File: src/rtl/apb_gpio_ext.sv
// apb_gpio_ext: APB GPIO with input synchronisers, per-pin debounce, set/clear outputs and per-pin interrupts
module apb_gpio_ext #(
    parameter int                 PortWidth = 16,
    parameter int                 DbWidth   = 8,
    parameter logic [DbWidth-1:0] DbDefault = 8'd4
) (
    input  logic                 PCLK,
    input  logic                 PRESET,
    input  logic                 PSEL,
    input  logic [7:2]           PADDR,
    input  logic                 PENABLE,
    input  logic                 PWRITE,
    input  logic [31:0]          PWDATA,
    output logic [31:0]          PRDATA,
    output logic                 PREADY,
    output logic                 PSLVERR,
    input  logic [PortWidth-1:0] PORTIN,
    output logic [PortWidth-1:0] PORTOUT,
    output logic [PortWidth-1:0] PORTEN,
    output logic [PortWidth-1:0] GPIOINT,
    output logic                 COMBINT
);
    logic [PortWidth-1:0] sync1_q, sync1_d, sync2_q, sync2_d, filt_q, filt_d;
    logic [PortWidth-1:0] dout_q, dout_d, oen_q, oen_d, inten_q, inten_d;
    logic [PortWidth-1:0] inttype_q, inttype_d, intpol_q, intpol_d, intboth_q, intboth_d;
    logic [PortWidth-1:0] intstat_q, intstat_d, dben_q, dben_d;
    logic [DbWidth-1:0]   dbcnt_q, dbcnt_d, thr;
    logic [DbWidth-1:0]   cnt_q [PortWidth];
    logic [DbWidth-1:0]   cnt_d [PortWidth];
    logic [DbWidth:0]     inc;
    logic [PortWidth-1:0] wdata, rise, fall, set;
    logic [31:0]          rdata;
    logic                 access, mapped, wr;
    logic                 unused_pwdata;

    assign access        = PSEL & PENABLE;
    assign mapped        = PADDR < 6'd12;
    assign wr            = access & PWRITE & mapped;
    assign wdata         = PWDATA[PortWidth-1:0];
    assign unused_pwdata = ^PWDATA;
    assign thr           = (dbcnt_q == '0) ? DbWidth'(1) : dbcnt_q;
    assign PREADY        = 1'b1;
    assign PSLVERR       = access & ~mapped;
    assign PRDATA        = access ? rdata : '0;
    assign PORTOUT       = dout_q;
    assign PORTEN        = oen_q;
    assign GPIOINT       = intstat_q & inten_q;
    assign COMBINT       = |GPIOINT;

    // two-stage synchroniser, then a per-pin stability counter gates changes into filt
    always_comb begin
        sync1_d = PORTIN;
        sync2_d = sync1_q;
        filt_d  = filt_q;
        cnt_d   = cnt_q;
        inc     = '0;
        for (int i = 0; i < PortWidth; i++) begin
            inc = {1'b0, cnt_q[i]} + (DbWidth+1)'(1);
            if (!dben_q[i]) begin
                filt_d[i] = sync2_q[i];
            end else if (sync2_q[i] == filt_q[i]) begin
                cnt_d[i] = '0;
            end else if (inc >= {1'b0, thr}) begin
                filt_d[i] = sync2_q[i];
                cnt_d[i]  = '0;
            end else begin
                cnt_d[i] = inc[DbWidth] ? cnt_q[i] : inc[DbWidth-1:0];
            end
        end
    end

    // edges compare the filter value being loaded against the one it replaces; set beats W1C
    always_comb begin
        rise      = filt_d & ~filt_q;
        fall      = ~filt_d & filt_q;
        set       = (inttype_q & ((intboth_q & (rise | fall)) | (~intboth_q & ((intpol_q & rise) | (~intpol_q & fall)))))
                  | (~inttype_q & ~(filt_d ^ intpol_q));
        dout_d    = dout_q;
        oen_d     = oen_q;
        inten_d   = inten_q;
        inttype_d = inttype_q;
        intpol_d  = intpol_q;
        intboth_d = intboth_q;
        intstat_d = intstat_q | set;
        dben_d    = dben_q;
        dbcnt_d   = dbcnt_q;
        if (wr) begin
            case (PADDR)
                6'd1:    dout_d    = wdata;
                6'd2:    dout_d    = dout_q | wdata;
                6'd3:    dout_d    = dout_q & ~wdata;
                6'd4:    oen_d     = wdata;
                6'd5:    inten_d   = wdata;
                6'd6:    inttype_d = wdata;
                6'd7:    intpol_d  = wdata;
                6'd8:    intboth_d = wdata;
                6'd9:    intstat_d = (intstat_q & ~wdata) | set;
                6'd10:   dben_d    = wdata;
                6'd11:   dbcnt_d   = PWDATA[DbWidth-1:0];
                default: ;
            endcase
        end
    end

    // read mux, zero-extended; unmapped offsets read 0
    always_comb begin
        rdata = '0;
        case (PADDR)
            6'd0:           rdata = 32'(filt_q);
            6'd1, 6'd2, 6'd3: rdata = 32'(dout_q);
            6'd4:           rdata = 32'(oen_q);
            6'd5:           rdata = 32'(inten_q);
            6'd6:           rdata = 32'(inttype_q);
            6'd7:           rdata = 32'(intpol_q);
            6'd8:           rdata = 32'(intboth_q);
            6'd9:           rdata = 32'(intstat_q);
            6'd10:          rdata = 32'(dben_q);
            6'd11:          rdata = 32'(dbcnt_q);
            default:        rdata = '0;
        endcase
    end

    // state registers; reset clears everything except the debounce threshold
    always_ff @(posedge PCLK) begin
        if (PRESET) begin
            sync1_q   <= '0;
            sync2_q   <= '0;
            filt_q    <= '0;
            cnt_q     <= '{default: '0};
            dout_q    <= '0;
            oen_q     <= '0;
            inten_q   <= '0;
            inttype_q <= '0;
            intpol_q  <= '0;
            intboth_q <= '0;
            intstat_q <= '0;
            dben_q    <= '0;
            dbcnt_q   <= DbDefault;
        end else begin
            sync1_q   <= sync1_d;
            sync2_q   <= sync2_d;
            filt_q    <= filt_d;
            cnt_q     <= cnt_d;
            dout_q    <= dout_d;
            oen_q     <= oen_d;
            inten_q   <= inten_d;
            inttype_q <= inttype_d;
            intpol_q  <= intpol_d;
            intboth_q <= intboth_d;
            intstat_q <= intstat_d;
            dben_q    <= dben_d;
            dbcnt_q   <= dbcnt_d;
        end
    end
endmodule

File: config.mk
export PLATFORM = sky130hd
export DESIGN_NAME = apb_gpio_ext
export DESIGN_NICKNAME = d
export VERILOG_FILES = /design/src/rtl/apb_gpio_ext.sv
export SDC_FILE = /design/constraint.sdc
export NUM_CORES = 1
export LEC_CHECK = 0
export CORE_MARGIN = 3
export CORE_UTILIZATION = 60
export CTS_CLUSTER_DIAMETER = 30
export DETAILED_ROUTE_END_ITERATION = 10
export PLACE_DENSITY = 0.82
export SETUP_SLACK_MARGIN = 0.4
export SLEW_MARGIN = 40
export SYNTH_ARGS = -nofsm -noshare
export SYNTH_HDL_FRONTEND = slang
export SYNTH_SLANG_ARGS = --single-unit
export TNS_END_PERCENT = 20
File: constraint.sdc
create_clock -name PCLK -period 5 [get_ports PCLK]
set_input_delay 1 -clock PCLK [delete_from_list [all_inputs] [get_ports PCLK]]
set_output_delay 1 -clock PCLK [all_outputs]
set_load 0.05 [all_outputs]
==> metrics.txt, run 1 <==
final setup fails=0; final instance area=0.0241 sq mm; layout cells sized above 1=0.104; vias in the first global route=18891; Final Hold Viols=0; grt met2 use=0.526; post-synthesis cell count=2436; Tcrit/Tclk final=0.892; Setup TNS=0 ns; # H-tree levels=3; outcome=finished clean; Final Util=0.754; M1 GR Usage=0.416; critical path startpoint=PADDR[7]; Clock Sinks=312; clock tree root driver cell=clkbuf_16; Initial Utilization=0.619; Worst path top cell family by delay=buffers and inverters; r2r startpoint=dbcnt_q[4]$_SDFFE_PP0P_; slowest stage delay, CP=0.53 ns; DRT antenna net count=0; Worst VDD drop=0.265 mV; Worst EP required=4.00 ns; Post-CTS Setup Inserts=0; RSZ-0062 raised after global routing=false; DR vias/cell=6.44; post-cts sizing count=0; CP Capture Point=PRDATA[6]; #FFs+latches synth=312; LEAKAGE=9.24 nW; CTS clock-pin slew for the worst setup and hold paths=0.04 ns; Remaining Overflow, GRT=0; WS Path Type=in -> out; prevailing post-synth register cell=dfxtp_1; 1st-pass router iterations=6; CTS tree=done; Finished Layout Cells=3023; hold slack=0.431 ns; HP Class=reg -> reg; GR Layer Usage met3=0.0894; Max-cap violations=0; GR peak layer=met2; Slowest cell on crit path=clkdlybuf4s50_1; Die X-Extent=188 um; fill count=2262; pwr dens=337 mW/mm^2; Ports=142; CP bufs+invs=3; Yosys cell types=90; post-synthesis cell area=0.0198 sq mm; CP max FO=8; CP Depth=8; Vias=19474; initial antenna violation count=2; Worst-Margin Slew=0.936 ns; crit path DAT=3.46 ns; Vert. Die Dim=188 um; total chip power=8.13 mW; Area Overhead vs Synth=21.7%; die area=0.0353 sq mm; hold buffers post-CTS=0; initial DRC count=2079; worst slack, placed=0.642 ns; Synth async-reset ratio=0; PnR worst setup slack=0.540 ns; CP cell instances=clkdlybuf4s50_1, nor3_1, nand2b_1, buf_4, o21ai_0, a222oi_1, a21oi_1, buf_12; Placer Congestion=0.950; gr usage total=0.334; Port Buf Inserts=108; FF-to-FF path depth=18; Slew Limit Fails=0; area of the core=0.0320 sq mm; hpwl dp=38900 um; min Tclk post-route=4.46 ns; largest net degree at the start of global routing=154; fmax=224 MHz; Rows=65; Max transition margin=0.374; crit path capture type=output pin; first-pass GRT wire length=96700 um; EDFF count, synth=0; placed instance area=0.0213 sq mm; sequential fraction of the synthesis area=0.315; final net count=2726; Placed Cells=2877; Critical Path Source Type=input pin; worst reg2reg setup slack=0.70 ns; Clk Latency, worst-skew pair=0.59 ns; worst r2r dst=intstat_q[8]$_SDFF_PP0_; average cell area after synthesis=8.15 sq um; TritonCTS buffer count=77; Yosys warning total=0; final wirelength=61000 um; CTS Buffer Depth=3; skew final=0.0293 ns; DRC Markers=0; Routed WL per cell=20.2 um
-- cells by family after synthesis --
group / after synthesis / share of synthesized area
buffers and inverters: 251 / 0.0526
xor gates and xnor gates: 108 / 0.0477
muxes: 67 / 0.0412
adders and majority gates: 150 / 0.0939
DFF: 312 / 0.315
other: 2 / 0.000378
and+or+nand+nor: 878 / 0.220
AOI/OAI and AO/OA: 668 / 0.230
-- report_power, final --
part / switching, mW / total, mW / internal [mW]
clock network: 1.57 / 5.31 / 3.74
registers: 0.0199 / 2.54 / 2.52
logic: 0.192 / 0.286 / 0.0938
-- registers in the layout, summed over array words and instances (netlist names) --
| signal | count |
|---|---|
| cnt_q | 128 |
| dbcnt_q | 8 |
| filt_q | 16 |
| dben_q | 16 |
| intstat_q | 16 |
| sync2_q | 16 |
| PORTOUT | 16 |
| intboth_q | 16 |
| inten_q | 16 |
| inttype_q | 16 |
| intpol_q | 16 |
| PORTEN | 16 |
| sync1_q | 16 |
-- area by class of cell --
cell class,count,area [sq um],area share
Multi-Input combinational cell,1888,12700,0.524
Sequential cell,312,6250,0.259
Clock buffer,100,2190,0.0906
Timing Repair Buffer,152,1560,0.0648
Clock inverter,43,597,0.0247
Tap cell,435,544,0.0225
Inverter,91,342,0.0141
Antenna cell,2,5.00,0.000207
-- routing by layer --
metal  up-vias  share of wire
met3       284           0.12
met2      1127           0.44
li1       8972              -
met4         2          0.056
met5         -        0.00028
met1      9089           0.39
-- layout by cell type (no fill, tap or decap), types with 65 or more instances in the layout --
master	instances
nand2b_1	78
inv_1	90
nor2_1	149
ha_1	145
a21oi_1	222
nor2b_1	65
o21ai_0	93
dfxtp_1	312
clkdlybuf4s50_1	89
clkbuf_16	80
nand2_1	319
-- worst reg2reg max path, stage by stage, from the launching register on --
cell and delay, ns:
dfxtp_1 0.34, nor4_1 0.27, a41o_1 0.54, buf_4 0.30, buf_4 0.18, ha_1 0.11, nand2b_1 0.09, a21oi_1 0.06
maj3_1 0.32, a211oi_1 0.50, or2_1 0.24, a21o_1 0.18, inv_1 0.07, ha_1 0.19, mux2_2 0.26, o21ai_0 0.18
nand2_1 0.10, o21ai_0 0.17, a211oi_1 0.06
-- how the worst min path moves through the flow --
stage / slack [ns] / depth (start not counted) / from / endpoint
finish: 0.43 / 1 / sync1_q[7]$_SDFF_PP0_ / sync2_q[7]$_SDFF_PP0_
CTS: 0.43 / 1 / sync1_q[7]$_SDFF_PP0_ / sync2_q[7]$_SDFF_PP0_
detailed placement: 0.42 / 1 / sync1_q[7]$_SDFF_PP0_ / sync2_q[7]$_SDFF_PP0_
global route: 0.44 / 1 / sync1_q[7]$_SDFF_PP0_ / sync2_q[7]$_SDFF_PP0_
floorplan: 0.41 / 1 / sync1_q[0]$_SDFF_PP0_ / sync2_q[0]$_SDFF_PP0_
global placement: 0.42 / 1 / sync1_q[9]$_SDFF_PP0_ / sync2_q[9]$_SDFF_PP0_
-- cells in the mapped netlist, drive strengths merged, types with 51 or more instances --
library cell | n | area [sq um]
nand3 | 61 | 315
a22oi | 51 | 383
nand2 | 322 | 1210
a21oi | 223 | 1120
nor2 | 151 | 574
nor2b | 66 | 415
xnor2 | 61 | 534
nand2b | 78 | 488
dfxtp | 312 | 6250
clkbuf | 119 | 449
o21ai | 101 | 505
inv | 91 | 342
ha | 145 | 1810
Power figures use the tool's default switching activity.
==> run 2: changes to the inputs <==
--- a/config.mk
+++ b/config.mk
@@ -6,10 +6,10 @@
 export NUM_CORES = 1
 export LEC_CHECK = 0
 export CORE_MARGIN = 3
-export CORE_UTILIZATION = 60
+export CORE_UTILIZATION = 55
 export CTS_CLUSTER_DIAMETER = 30
 export DETAILED_ROUTE_END_ITERATION = 10
-export PLACE_DENSITY = 0.82
+export PLACE_DENSITY = 0.75
 export SETUP_SLACK_MARGIN = 0.4
 export SLEW_MARGIN = 40
 export SYNTH_ARGS = -nofsm -noshare
==> constraint.sdc (replaced) <==
create_clock -name PCLK -period 5.5 [get_ports PCLK]
set_input_delay 1.1 -clock PCLK [delete_from_list [all_inputs] [get_ports PCLK]]
set_output_delay 1.1 -clock PCLK [all_outputs]
set_load 0.05 [all_outputs]
==> metrics.txt, run 2 (synthesized netlist as in run 1, its figures left out) <==
Clk network pwr share=0.647; most common cell after layout, fill and taps aside=nand2_1; RSZ-0062 raised after global routing=false; min Tclk post-route=4.85 ns; Worst Hold Path Cells=1; internal power=5.67 mW; gr usage total=0.299; initial DRC count=1748; CP cell instances=clkdlybuf4s50_1, nor3_1, nand2_1, buf_4, nor2_1, a221oi_1, nor2_1, clkdlybuf4s50_1; first-pass GRT wire length=94300 um; largest net degree at the start of global routing=178; WS Path Type=in -> out; crit path DAT=3.75 ns; outcome=finished clean; worst r2r dst=intstat_q[9]$_SDFF_PP0_; max reg flops=128; die area=0.0384 sq mm; Routed WL per cell=19.7 um; Critical Path Source Type=input pin; LEAKAGE=9.17 nW; Rows=68; skew final=0.0249 ns; final setup fails=0; final wirelength=59600 um; Tcrit/Tclk final=0.882; fmax=206 MHz; Max transition margin=0.413; FF-to-FF path depth=17; Final Hold Viols=0; Comb power frac=0.036; Slowest cell on crit path=clkdlybuf4s50_1; worst reg2reg setup slack=1.05 ns; vias in the first global route=18096; CTS tree=done; DR vias/cell=6.22; Worst EP required=4.40 ns; Max-cap violations=0; Initial Utilization=0.566; layout cells sized above 1=0.103; hold buffers post-CTS=0; Worst-Margin Slew=0.876 ns; Clk Latency, worst-skew pair=0.59 ns; slowest stage delay, CP=0.84 ns; r2r startpoint=dbcnt_q[3]$_SDFFE_PP0P_; sequential share of power=0.318; Slew Limit Fails=0; Psw=1.60 mW; CTS clock-pin slew for the worst setup and hold paths=0.04 ns; Ports=142; Area Overhead vs Synth=20.8%; switch share=0.220; # H-tree levels=3; Hold Crit Start=sync1_q[10]$_SDFF_PP0_; 1st-pass router iterations=6; Hold Path End=sync2_q[10]$_SDFF_PP0_; CTS Buffer Depth=3; hpwl dp=38600 um; Post-CTS Setup Inserts=0; DRC Markers=0; crit path capture type=output pin; HP Class=reg -> reg; clock tree root driver cell=clkbuf_16; largest register by flop count=cnt_q; Final Util=0.684; CP bufs+invs=3; post-cts sizing count=0; Die X-Extent=196 um; TritonCTS buffer count=77; commonest non-fill, non-tap cells in the layout=nand2_1, dfxtp_1, a21oi_1, nor2_1, ha_1; Port Buf Inserts=108; Vias=18849; final net count=2718; CP max FO=11; Placer Congestion=0.905; # diodes=0; Remaining Overflow, GRT=0; Clock Sinks=312; DRT antenna net count=0; area of the core=0.0351 sq mm; Vert. Die Dim=196 um; pwr dens=303 mW/mm^2; Setup TNS=0 ns; Worst VDD drop=0.239 mV; initial antenna violation count=1; Worst path top cell family by delay=buffers and inverters
==> run 2: cell count changes in the layout (fill, tap and decap cells not counted), moves of 2 or more <==
cell / previous run / this run
buf_12: 16 / 7
clkbuf_8: 11 / 18
bufinv_16: 13 / 9
clkbuf_1: 9 / 6
inv_1: 90 / 87
inv_2: 1 / 4
clkinv_2: 14 / 12
diode_2: 2 / 0
inv_6: 4 / 2
nand2_1: 319 / 317
nand2_2: 3 / 5
==> run 2: layout make-up <==
cell class	instances	area [sq um]
Fill cell	2859	11100
Clock inverter	35	460
Inverter	91	342
Timing Repair Buffer	144	1410
Clock buffer	104	2270
Sequential cell	312	6250
Tap cell	455	569
Multi-Input combinational cell	1888	12700
==> run 2: worst reg2reg max path: cells and delay by family (launching register included) <==
kind	cells	cell delay (ns)
buf+inv	2	0.43
simple gates	4	0.74
flops	1	0.33
fa+ha+maj	2	0.45
compound gates	9	2.36
==> run 2: per-stage QoR <==
step / power [mW] / hold WS, ns / instance area (sq um) / cells / worst slack (ns)
3_3_place_gp: 2.59 / 0.416 / 21200 / 2888 / 0.681
2_1_floorplan: 2.52 / 0.414 / 19900 / 2451 / 1.07
6_report: 7.27 / 0.427 / 24000 / 3029 / 0.647
5_1_grt: 7.46 / 0.453 / 24000 / 3029 / 0.561
4_1_cts: 7.30 / 0.429 / 23900 / 3027 / 0.730
3_5_place_dp: 2.60 / 0.425 / 21200 / 2888 / 0.737
==> run 2: power groups by stage <==
stage	combinational, mW	clock [mW]	sequential (mW)
after global routing	0.276	4.87	2.31
after global placement	0.242	0	2.35
after floorplan	0.178	0	2.34
final	0.259	4.70	2.31
after detailed placement	0.249	0	2.35
after CTS	0.250	4.74	2.31
==> run 2: how the worst max path moves through the flow <==
stage / slack, ns / cells past startpoint / to / start
2_1_floorplan: 1.07 / 6 / PRDATA[0] / PADDR[2]
3_3_place_gp: 0.68 / 8 / PRDATA[14] / PADDR[7]
3_5_place_dp: 0.74 / 8 / PRDATA[14] / PADDR[7]
4_1_cts: 0.73 / 8 / PRDATA[14] / PADDR[7]
5_1_grt: 0.56 / 8 / PRDATA[14] / PADDR[7]
6_report: 0.65 / 8 / PRDATA[14] / PADDR[7]
==> run 2: metal layers <==
layer  wire length (um)  GRT usage  part of all wire  vias to the layer above
met3               5830     0.0697             0.098                      174
met1              24800      0.393              0.42                     8844
met4               2200      0.121             0.037                        2
li1                   -          -                 -                     8948
met5                 10          0           0.00017                        -
met2              26800      0.475              0.45                      881
